## src/rtl/locked_cmp_pkg.sv

```systemverilog
// rtl/locked_cmp_pkg.sv - shared mode type and sizing helpers for the locked comparator
package locked_cmp_pkg;

    typedef enum logic {
        CMP_EQ = 1'b0,
        CMP_NE = 1'b1
    } cmp_mode_e;

    function automatic int levels_f(input int width);
        return $clog2(width);
    endfunction

    // Bits needed to hold the values 0..max_val inclusive.
    function automatic int cnt_width_f(input int max_val);
        return $clog2(max_val + 1);
    endfunction

endpackage

```

## src/rtl/locked_cmp_stage.sv

```systemverilog
// rtl/locked_cmp_stage.sv - one stall-able pairwise-AND reduction level
module locked_cmp_stage
    import locked_cmp_pkg::*;
#(
    parameter int IN_W = 2
) (
    input  logic                clk,
    input  logic                rst_n,
    input  logic                flush,
    input  logic                en,
    input  logic                in_valid,
    input  logic [IN_W-1:0]     in_data,
    input  cmp_mode_e           in_mode,
    output logic                out_valid,
    output logic [IN_W/2-1:0]   out_data,
    output cmp_mode_e           out_mode
);

    localparam int OUT_W = IN_W / 2;

    logic             valid_q, valid_d;
    logic [OUT_W-1:0] data_q, data_d;
    logic [OUT_W-1:0] pair_and;
    cmp_mode_e        mode_q, mode_d;

    always_comb begin
        pair_and = '0;
        for (int i = 0; i < OUT_W; i++) begin
            pair_and[i] = in_data[2*i] & in_data[2*i+1];
        end
    end

    always_comb begin
        valid_d = valid_q;
        data_d  = data_q;
        mode_d  = mode_q;
        if (flush) begin
            valid_d = 1'b0;
        end else if (en) begin
            valid_d = in_valid;
            data_d  = pair_and;
            mode_d  = in_mode;
        end
    end

    always_ff @(posedge clk) begin
        if (!rst_n) begin
            valid_q <= 1'b0;
            data_q  <= '0;
            mode_q  <= CMP_EQ;
        end else begin
            valid_q <= valid_d;
            data_q  <= data_d;
            mode_q  <= mode_d;
        end
    end

    assign out_valid = valid_q;
    assign out_data  = data_q;
    assign out_mode  = mode_q;

endmodule

```

## src/rtl/locked_cmp_seq.sv

```systemverilog
// rtl/locked_cmp_seq.sv - serially keyed pipelined comparator with mismatch lockout
module locked_cmp_seq
    import locked_cmp_pkg::*;
#(
    parameter int WIDTH    = 16,
    parameter int MAX_FAIL = 3
) (
    input  logic             clk,
    input  logic             rst_n,
    input  logic             key_load,
    input  logic             key_bit,
    output logic             key_valid,
    input  logic             mode,
    input  logic             in_valid,
    output logic             in_ready,
    input  logic [WIDTH-1:0] in_data,
    output logic             out_valid,
    input  logic             out_ready,
    output logic             out_match,
    output logic             locked
);

    localparam int LEVELS   = levels_f(WIDTH);
    localparam int BCW      = cnt_width_f(WIDTH);
    localparam int FCW      = cnt_width_f(MAX_FAIL);
    localparam int LVL_BITS = 2 * WIDTH - 1;

    logic [WIDTH-1:0] key_q, key_d;
    logic [BCW-1:0]   bit_cnt_q, bit_cnt_d;
    logic [FCW-1:0]   fail_cnt_q, fail_cnt_d;
    logic             locked_q, locked_d;
    logic             key_load_q, key_load_d;
    logic             v0_q, v0_d;
    logic [WIDTH-1:0] xnor_q, xnor_d;
    cmp_mode_e        mode0_q, mode0_d;

    logic key_rise, key_full, stall, in_fire, out_fire;

    // All reduction levels packed back to back: level k holds WIDTH>>k bits
    // starting at bit 2*(WIDTH - (WIDTH>>k)); the final single bit is the MSB.
    logic [LVL_BITS-1:0] lvl_data;
    logic [LEVELS:0]     lvl_valid;
    cmp_mode_e           lvl_mode [LEVELS+1];

    assign key_rise  = key_load & ~key_load_q;
    assign key_full  = (bit_cnt_q == BCW'(WIDTH));
    assign key_valid = key_full & ~key_load;
    assign stall     = out_valid & ~out_ready;
    assign in_ready  = key_valid & ~locked_q & ~key_load & ~stall;
    assign in_fire   = in_valid & in_ready;
    assign out_valid = lvl_valid[LEVELS];
    assign out_fire  = out_valid & out_ready;
    assign out_match = ~locked_q & (lvl_data[LVL_BITS-1] ^ (lvl_mode[LEVELS] == CMP_NE));
    assign locked    = locked_q;

    always_comb begin
        key_d      = key_q;
        bit_cnt_d  = bit_cnt_q;
        key_load_d = key_load;
        if (key_load) begin
            key_d = {key_q[WIDTH-2:0], key_bit};
            if (key_rise) begin
                bit_cnt_d = BCW'(1);
            end else if (!key_full) begin
                bit_cnt_d = bit_cnt_q + BCW'(1);
            end
        end
    end

    // Lock follows the saturated fail count by one cycle; only a new key clears it.
    always_comb begin
        fail_cnt_d = fail_cnt_q;
        locked_d   = locked_q;
        if (key_rise) begin
            fail_cnt_d = '0;
            locked_d   = 1'b0;
        end else begin
            if (fail_cnt_q == FCW'(MAX_FAIL)) begin
                locked_d = 1'b1;
            end
            if (out_fire) begin
                if (out_match) begin
                    fail_cnt_d = '0;
                end else if (fail_cnt_q != FCW'(MAX_FAIL)) begin
                    fail_cnt_d = fail_cnt_q + FCW'(1);
                end
            end
        end
    end

    always_comb begin
        v0_d    = v0_q;
        xnor_d  = xnor_q;
        mode0_d = mode0_q;
        if (key_rise) begin
            v0_d = 1'b0;
        end else if (!stall) begin
            v0_d    = in_fire;
            xnor_d  = ~(in_data ^ key_q);
            mode0_d = cmp_mode_e'(mode);
        end
    end

    always_ff @(posedge clk) begin
        if (!rst_n) begin
            key_q      <= '0;
            bit_cnt_q  <= '0;
            fail_cnt_q <= '0;
            locked_q   <= 1'b0;
            key_load_q <= 1'b0;
            v0_q       <= 1'b0;
            xnor_q     <= '0;
            mode0_q    <= CMP_EQ;
        end else begin
            key_q      <= key_d;
            bit_cnt_q  <= bit_cnt_d;
            fail_cnt_q <= fail_cnt_d;
            locked_q   <= locked_d;
            key_load_q <= key_load_d;
            v0_q       <= v0_d;
            xnor_q     <= xnor_d;
            mode0_q    <= mode0_d;
        end
    end

    assign lvl_valid[0]         = v0_q;
    assign lvl_data[WIDTH-1:0]  = xnor_q;
    assign lvl_mode[0]          = mode0_q;

    for (genvar g = 0; g < LEVELS; g++) begin : g_lvl
        localparam int IN_W    = WIDTH >> g;
        localparam int IN_OFF  = 2 * (WIDTH - IN_W);
        localparam int OUT_OFF = 2 * (WIDTH - IN_W / 2);

        locked_cmp_stage #(
            .IN_W(IN_W)
        ) u_stage (
            .clk       (clk),
            .rst_n     (rst_n),
            .flush     (key_rise),
            .en        (~stall),
            .in_valid  (lvl_valid[g]),
            .in_data   (lvl_data[IN_OFF +: IN_W]),
            .in_mode   (lvl_mode[g]),
            .out_valid (lvl_valid[g+1]),
            .out_data  (lvl_data[OUT_OFF +: IN_W/2]),
            .out_mode  (lvl_mode[g+1])
        );
    end

endmodule

```

## config.mk

```make
export PLATFORM = sky130hd
export DESIGN_NAME = locked_cmp_seq
export DESIGN_NICKNAME = d
export VERILOG_FILES = /design/src/rtl/locked_cmp_pkg.sv /design/src/rtl/locked_cmp_stage.sv /design/src/rtl/locked_cmp_seq.sv
export SDC_FILE = /design/constraint.sdc
export NUM_CORES = 1
export LEC_CHECK = 0
export CAP_MARGIN = 20
export CORE_MARGIN = 2
export CORE_UTILIZATION = 45
export DETAILED_ROUTE_END_ITERATION = 8
export GPL_ROUTABILITY_DRIVEN = 0
export PLACE_DENSITY = 0.68
export SLEW_MARGIN = 10
export SYNTH_ARGS = -nofsm -noshare
export SYNTH_HDL_FRONTEND = slang
export SYNTH_SLANG_ARGS = --single-unit
export TNS_END_PERCENT = 1
```

## constraint.sdc

```tcl
create_clock -name clk -period 1.25 [get_ports clk]
set_input_delay 0.25 -clock clk [delete_from_list [all_inputs] [get_ports clk]]
set_output_delay 0.25 -clock clk [all_outputs]
set_load 0.02 [all_outputs]
```

# [Yosys cells after proc, flatten, opt, wreduce, memory -nomap -nowiden]
# Cells that the tools add are included.
[totals] regBits=66 latchBits=0 ramBits=0 mem_bits_ro=0 in_bits=23 output_inout_bits=5 wordCells=69 memories=0
[op_classes] add_sub_neg=2 multipliers=0 div=0 magnitude_cmp=0 eq_ne=4 shifts=0 mux=4 n_bitwise=34 reduce_logical=5
[ops] operator="1-bit bitwise AND" count=24
[ops] operator="16-bit NOT" count=1
[ops] operator="16-bit XOR" count=1
[ops] operator="5-bit two-way mux" count=2
[ops] operator="1-bit NOT" count=7
[ops] operator="2-bit AND reduction" count=3
[ops] operator="5-bit by 1-bit adder with 5-bit output, second input constant" count=1
[ops] operator="5-bit equality test, second input constant" count=1
[ops] operator="2-bit two-way mux" count=2
[ops] operator="2-bit by 1-bit adder with 2-bit output, second input constant" count=1
[ops] operator="2-bit equality test, second input constant" count=1
[ops] operator="2-bit by 1-bit != test with 1-bit output, second input constant" count=1
[ops] operator="2-bit != test, second input constant" count=1
[ops] operator="2-bit nonzero test" count=1
[ops] operator="2-bit OR reduction" count=1
[ops] operator="1-bit XOR" count=1

# [Depth between registers and ports, before layout]
# Gate-level depths: netlist of the first run.
[logic_depth] ltp_word=6 ltp_mapped=6 depth_no_buf=5

# [Modules after synthesis]
# A second synthesis of the first run with hierarchy kept.
[unflattened] hier_cells=307 area_unflattened_um2=2929.1
[by_module_without_submodules] module="locked_cmp_seq" instances=1 cells_per_inst=211 area_each_um2=2021.9 seq_area_each_um2=860.8
[by_module_without_submodules] module="locked_cmp_stage (g_lvl[0].u_stage)" instances=1 cells_per_inst=43 area_each_um2=389.1 seq_area_each_um2=200.2
[by_module_without_submodules] module="locked_cmp_stage (g_lvl[1].u_stage)" instances=1 cells_per_inst=25 area_each_um2=232.7 seq_area_each_um2=120.1
[by_module_without_submodules] module="locked_cmp_stage (g_lvl[2].u_stage)" instances=1 cells_per_inst=17 area_each_um2=158.9 seq_area_each_um2=80.1
[by_module_without_submodules] module="locked_cmp_stage (g_lvl[3].u_stage)" instances=1 cells_per_inst=11 area_each_um2=126.4 seq_area_each_um2=60.1

# [Least setup slack after synthesis of the first run]
# Ideal clock, no wire load.
[synth_timing] path_kind="flip-flop to output port" start="register bit_cnt_q[0]" end="output in_ready" arrival_ns=1.337 t_required_ns=1.000 setup_slack_ns=-0.337 stages_incl_launch_ff=6 path_buffers=0 cell_sequence="dfxtp_1 -> inv_1 -> ha_1 -> nand4bb_4 -> or3_1 -> nor2_1"
[synth_between] elab_chain_len=5
[synth_rtl] element="start: declaration" line_no="locked_cmp_seq.sv:29" rtl="logic [BCW-1:0] bit_cnt_q, bit_cnt_d;"
[synth_rtl] element="start signal: assignment" line_no="locked_cmp_seq.sv:116" rtl="bit_cnt_q <= bit_cnt_d;"
[synth_rtl] element="5-bit equality test" line_no="locked_cmp_seq.sv:46" rtl="assign key_full = (bit_cnt_q == BCW'(WIDTH));"
[synth_rtl] element="1-bit bitwise AND" line_no="locked_cmp_seq.sv:47" rtl="assign key_valid = key_full & ~key_load;"
[synth_rtl] element="1-bit bitwise AND (3 in series)" line_no="locked_cmp_seq.sv:49" rtl="assign in_ready = key_valid & ~locked_q & ~key_load & ~stall;"
[synth_rtl] element="end: declaration" line_no="locked_cmp_seq.sv:15" rtl="output logic in_ready,"
# No other way between the ends.

# [Final worst setup path of the first run]
[layout_timing] start="register bit_cnt_q[1]" end="output in_ready"
# The elaborated chain is that of the path after synthesis.

==> run_results.csv, run 1 <==
group,metric,value,unit
timing,setup_slack,-578.9,ps
timing,fin_crit_sh,1.463,
critical_path,crit_path_max_fanout,2,
global_route,grt_max_degree,41,
die,fp-row-count,30,
yosys,synthAdderAreaFrac,0.01157,
final_layout,antenna_cells,0,
global_route,grt_pass1_vias,2303,
clock_network,ctsHoldBuffers,0,
yosys,synthSimpleGateAreaFrac,0.1662,
detailed_routing,via_per_inst,5.204,
die,coreArea,6869,um2
yosys,syn-cell-area,3244,um2
timing,hold_ws,454.4,ps
final_layout,syn2layout_area_growth,21.13,%
power,peakVddDrop,666.9,uV
flow_run,cap_viol_max_count,0,
timing,slew_headroom,0.8169,
clock_network,cts_root_buf,"clkbuf_8",
yosys,synth_top_cell_area_share,0.4073,
yosys,synth_cell_types,39,
critical_path,critPathLaunchType,"flop",
yosys,synth_top_family_by_area,"compound AO/OA/AOI/OAI gates",
yosys,synth_edf_count,0,
yosys,avgSynthCellArea,10.23,um2
final_layout,final_cells,457,
timing,fmax,0.5468,GHz
die,die_y,88.91,um
global_route,grt_overflow,0,
detailed_routing,drtIter0Drc,79,
detailed_routing,antenna_left,0,
detailed_routing,route.detailed.drc,0,
critical_path,reg2reg_slack,-70,ps
die,num_io_pins,28,
timing,setup_viol,41,
global_route,use_met1,0.2274,
power,power.leakage,1.353,nW
die,fp.dieW,88.91,um
detailed_routing,drt_first_pass_iters,4,
global_route,grt.busiest_layer,"met2",
yosys,synth-compound-area-share,0.2464,
yosys,synth_area_leaders,"dfxtp_1 41%, a21boi_2 10%, o21ai_2 8.1%",
yosys,mappedNetlistNets,343,
outcome,violations,"negative setup slack",
clock_network,htreeDepth,3,
outcome,status,"finished, violations left",
placement,dpl.hpwl,3911,um
detailed_routing,dr_total_vias,2378,
critical_path,criticalPathCategory,"flop to output pin",
clock_network,cts_made_buffers,9,
global_route,grtUsageMet2,0.2707,
global_route,antenna_found_initial,0,
yosys,ys.flop_type,"dfxtp_1",
clock_network,clock_latency,340,ps
detailed_routing,routed_wl,5915,um
yosys,synth_mux_area_frac,0.04936,
clock_network,clock_path_buffers,2,
yosys,synth_warnings,0,
die,start_util,0.4723,
final_layout,nets,382,
clock_network,clock-sinks,66,
yosys,ys_seq_area_frac,0.4073,
placement,port_buffers,27,
final_layout,fillers,610,
critical_path,worstPathRequired,1000,ps
global_route,grtUsageMet3,0.04247,
detailed_routing,wl_per_cell,12.94,um
clock_network,cts_tree,"built",
timing,worstMarginPinSlew,274.7,ps
timing,fin_skew,8.340,ps
timing,hold_viol,0,
timing,slew_violations,0,
placement,dp.cells,440,
critical_path,cp.arrival,1580,ps
clock_network,clk_pin_slew,70,ps
critical_path,end_kind,"output pin",
yosys,synth_top_cell_by_area,"dfxtp_1",
die,die_area,7905,um2
yosys,synth-xor-area-share,0.04589,
yosys,postSynth.asyncResetShare,0,
final_layout,drive_gt1_frac,0.3380,
yosys,synth.ff_latch_count,66,
hold_path,min_path_type,"flop to flop",
power,pwr_density_cell,1126,nW/um2
global_route,grt_pass1_wl,10490,um
yosys,syn_inst,317,
global_route,grt_use_total,0.1722,
timing,rsz0062_at_grt,"true",
timing,period_needed,1829,ps
placement,place_worst_setup_slack,-815.7,ps
==> Yosys cell counts, types with 4 or more instances <==
cell / number
nand4_1: 18
dfxtp_1: 66
xnor2_1: 17
a21oi_1: 6
inv_1: 4
buf_2: 7
o21ai_2: 30
mux2i_1: 16
o21ai_1: 4
buf_6: 4
clkbuf_1: 6
a21boi_2: 30
nor2b_1: 18
nand3_1: 24
buf_4: 6
nor2_1: 8
a21boi_1: 6
nand2_1: 15
==> cell usage in the layout, fill, tap and decap left out, types with 3 or more instances in the layout <==
cell type         n
dfxtp_1          62
o21ai_2          30
a21boi_2         30
nand3_1          24
buf_4            24
clkdlybuf4s50_1  22
nor2b_1          18
nand4_1          18
mux2i_1          16
xnor2_1          16
nand2_1          15
clkbuf_8         11
nor2_1            6
a21oi_1           6
a21boi_1          6
buf_12            6
o21ai_1           4
dfxtp_2           4
nand4b_1          3
o22ai_1           3
o21ai_0           3
clkbuf_1          3
==> state kept, by name, summed over array words and instances, names as in the netlist <==
name                     cells
key_q                       16
xnor_q                      16
g_lvl.u_stage.out_data      15
v0_q                         1
bit_cnt_q                    5
fail_cnt_q                   2
locked                       1
key_load_q                   1
mode0_q                      1
g_lvl.u_stage.out_mode       4
g_lvl.u_stage.out_valid      4
==> per-layer routing <==
metal	vias up	routed length (um)
li1	1218	-
met1	1127	2928
met2	25	2756
met3	8	148
met4	0	82
met5	-	0
==> stage by stage <==
| stage | util | area, um2 | power [W] | TNS, ps |
|---|---|---|---|---|
| 2_1_floorplan | - | 3257 | 0.002542 | -223.9 |
| 3_3_place_gp | 0.5373 | 3691 | 0.002671 | -34130 |
| 3_5_place_dp | 0.5373 | 3691 | 0.002676 | -34210 |
| 4_1_cts | 0.5712 | 3924 | 0.004461 | -11050 |
| 5_1_grt | 0.5721 | 3930 | 0.004601 | -11680 |
| 6_report | 0.5721 | 3930 | 0.004427 | -7582 |
==> power breakdown <==
part	total [W]	switching (W)	internal (W)	leakage (nW)
Combinational	0.000449	0.000201	0.000248	0.714
Clock	0.00179	0.000763	0.00103	0.101
Sequential	0.00218	0.0000319	0.00215	0.538
Total	0.00443	0.000996	0.00343	1.35
==> area by class of cell <==
cell class | instances | area [um2] | area share
clock buffer | 14 | 162.7 | 0.04139
clock inverter | 2 | 35.03 | 0.008914
inverter | 4 | 15.01 | 0.003820
multi-input combinational | 220 | 1723 | 0.4384
sequential | 66 | 1326 | 0.3375
tap | 96 | 120.1 | 0.03056
timing repair buffer | 55 | 548.0 | 0.1394
==> final timing paths <==
kind / startpoint / end / cells past startpoint
max: bit_cnt_q[1] / in_ready / 6
min: g_lvl[2].u_stage.out_valid / g_lvl[2].u_stage.out_valid / 2
max reg2reg: bit_cnt_q[1] / v0_q / 6
min reg2reg: g_lvl[2].u_stage.out_valid / g_lvl[2].u_stage.out_valid / 2
==> cell families after synthesis <==
logic type / count (synthesis)
simple gates: 94
compound gates: 90
flops: 66
buf+inv: 31
xor+xnor: 17
mux: 16
fa+ha+maj: 3
==> worst max-delay path, cell delays in order, from the launching register on <==
cell and delay [ps]:
dfxtp_2 320, inv_2 60, ha_4 140, nand4bb_4 100
or3_4 410, nor2_4 90, buf_6 120
==> timing repair <==
item | in CTS | in global routing
gates cloned | 0 | 0
buffers inserted | 1 | 0
pin swaps | 4 | 3
endpoints found under the setup margin | 51 | 58
resized for setup | 37 | 3
No activity file was read; power rests on OpenSTA's default activity.
==> run 2, diff against run 1 <==
--- a/config.mk
+++ b/config.mk
@@ -6,11 +6,14 @@
 export NUM_CORES = 1
 export LEC_CHECK = 0
 export CAP_MARGIN = 20
+export CELL_PAD_IN_SITES_DETAIL_PLACEMENT = 1
+export CELL_PAD_IN_SITES_GLOBAL_PLACEMENT = 1
 export CORE_MARGIN = 2
-export CORE_UTILIZATION = 45
+export CORE_UTILIZATION = 41
 export DETAILED_ROUTE_END_ITERATION = 8
 export GPL_ROUTABILITY_DRIVEN = 0
-export PLACE_DENSITY = 0.68
+export PLACE_DENSITY = 0.77
+export SETUP_SLACK_MARGIN = 0.4
 export SLEW_MARGIN = 10
 export SYNTH_ARGS = -nofsm -noshare
 export SYNTH_HDL_FRONTEND = slang
==> run 2 against run 1 <==
  * Highest routed layer unchanged
  * Flip-flop and latch count is the same
  * The flow still finishes with violations (negative setup slack)
  * First-iteration DRC count grew 20%
  * Count of clock-buffer cells in the layout shrank 1
  * Critical endpoint unchanged
  * Total power shrank 1.9%
  * Final cell count grew 2.2%
  * Die area grew 9.3%
  * Clock skew shrank 1.6 ps
  * Non-clock buffer count grew 4
  * Critical path depth is the same
  * Clock power shrank 5%
  * Sequential share of layout area shrank 0.36 points
==> run_results.csv, run 2 (synthesis gave the netlist of run 1 again) <==
group,metric,value,unit
die,coreArea,7687,um2
critical_path,cp.arrival,1590,ps
timing,rsz0062_at_grt,"true",
global_route,grt_overflow,0,
final_layout,final_cells,467,
critical_path,end_kind,"output pin",
power,power.leakage,1.365,nW
clock_network,clock_latency,340,ps
die,num_io_pins,28,
power,internal_power,0.003316,W
final_layout,nets,386,
power,p_comb_frac,0.105,
final_layout,multiInputGateArea,1757,um2
timing,slew_violations,0,
timing,setup_viol,41,
clock_network,clock-sinks,66,
timing,period_needed,1840,ps
detailed_routing,dr_total_vias,2400,
final_layout,layout_commonest_cell,"dfxtp_1",
final_layout,fin_util,0.5173,
detailed_routing,drt_first_pass_iters,3,
clock_network,clk_pin_slew,70,ps
global_route,grt_pass1_wl,12030,um
clock_network,ctsHoldBuffers,0,
final_layout,final_cell_mix,"61 x dfxtp_1, 30 x o21ai_2, 30 x a21boi_2",
power,swShare,0.2367,
detailed_routing,route.detailed.drc,0,
timing,hold_viol,0,
timing,hold_ws,457.1,ps
detailed_routing,routed_wl,7014,um
critical_path,criticalPathCategory,"flop to output pin",
clock_network,htreeDepth,3,
outcome,status,"finished, violations left",
power,power_frac_seq,0.504,
timing,worstMarginPinSlew,289.3,ps
clock_network,clock_path_buffers,2,
die,fp.dieW,92.96,um
power,peakVddDrop,600.6,uV
power,pwr_density_cell,1093,nW/um2
clock_network,cts_tree,"built",
final_layout,syn2layout_area_growth,22.56,%
timing,fin_skew,6.701,ps
global_route,grt_pass1_vias,2530,
critical_path,crit_path_max_fanout,2,
final_layout,stdcell_area,3976,um2
timing,fmax,0.5436,GHz
global_route,antenna_found_initial,0,
timing,setup_tns,-8056,ps
timing,fin_crit_sh,1.472,
global_route,grt_use_total,0.1768,
die,die_y,92.96,um
final_layout,drive_gt1_frac,0.3562,
hold_path,min_path_type,"flop to flop",
detailed_routing,antenna_left,0,
final_layout,regArea,1328,um2
die,fp-row-count,32,
flow_run,cap_viol_max_count,0,
final_layout,antenna_cells,0,
timing,setup_slack,-589.6,ps
detailed_routing,via_per_inst,5.139,
clock_network,cts_made_buffers,9,
outcome,violations,"negative setup slack",
global_route,grt_max_degree,41,
placement,port_buffers,27,
critical_path,critPathLaunchType,"flop",
placement,dp.cells,449,
timing,slew_headroom,0.8071,
critical_path,worstPathRequired,1000,ps
die,die_area,8641,um2
clock_network,cts_root_buf,"clkbuf_8",
power,clockPowerShare,0.392,
placement,dpl.hpwl,4701,um
detailed_routing,drtIter0Drc,95,
placement,placed_cell_area,3696,um2
final_layout,fillers,864,
detailed_routing,wl_per_cell,15.02,um
die,start_util,0.4220,
power,power.switching,0.001028,W
-- run 2: cell types whose count changed in the layout (fill, tap and decap cells not counted), sizes merged --
| cell | previous run | this run |
|---|---|---|
| clkinv | 1 | 2 |
| clkbuf | 14 | 13 |
| buf | 33 | 37 |
-- run 2: power by group through the flow --
stage | Clock (W) | Combinational (W) | Sequential (W)
3_3_place_gp | 0 | 0.000437 | 0.00223
5_1_grt | 0.00185 | 0.000495 | 0.00219
2_1_floorplan | 0 | 0.000314 | 0.00223
3_5_place_dp | 0 | 0.000445 | 0.00223
4_1_cts | 0.00176 | 0.000454 | 0.00219
6_report | 0.00170 | 0.000455 | 0.00219
-- run 2: what timing repair did --
item,CTS,global route
pin swaps,4,5
gates resized for setup,38,15
setup endpoints to repair,71,71
endpoints found under the hold margin,0,0
setup buffers,1,1
-- run 2: worst paths after layout --
check	startpoint	endpoint	slack, ps	depth (start not counted)
min reg2reg	v0_q	g_lvl[0].u_stage.out_valid	460	2
min	v0_q	g_lvl[0].u_stage.out_valid	460	2
max reg2reg	bit_cnt_q[1]	bit_cnt_q[0]	-30	6
max	bit_cnt_q[1]	in_ready	-590	6
-- run 2: metal layers --
layer  part of all wire  wire length [um]  track usage
met1               0.45              3173       0.2162
met2               0.51              3569       0.2995
met3              0.020               140      0.03417
met4              0.019               131      0.08088
met5                  0                 0            0
-- run 2: through the flow --
| step | worst slack [ps] | total power, W |
|---|---|---|
| 6_report | -589.6 | 0.004344 |
| 5_1_grt | -654.5 | 0.004537 |
| 4_1_cts | -634.6 | 0.004404 |
| 3_5_place_dp | -833.5 | 0.002679 |
| 3_3_place_gp | -840.4 | 0.002668 |
| 2_1_floorplan | -223.9 | 0.002542 |
-- run 2: cell type report --
class                      instances  share of cell area
clock inverter                     3             0.01007
sequential                        66              0.3339
inverter                           4            0.003776
clock buffer                      13             0.03493
timing repair buffer              59              0.1435
multi-input combinational        220              0.4418
tap                              102             0.03210
-- run 2: critical path: stages, from the launching register on --
cell	delay [ps]
dfxtp_2	320
inv_2	70
ha_4	130
nand4bb_4	100
or3_4	410
nor2_4	90
buf_6	120
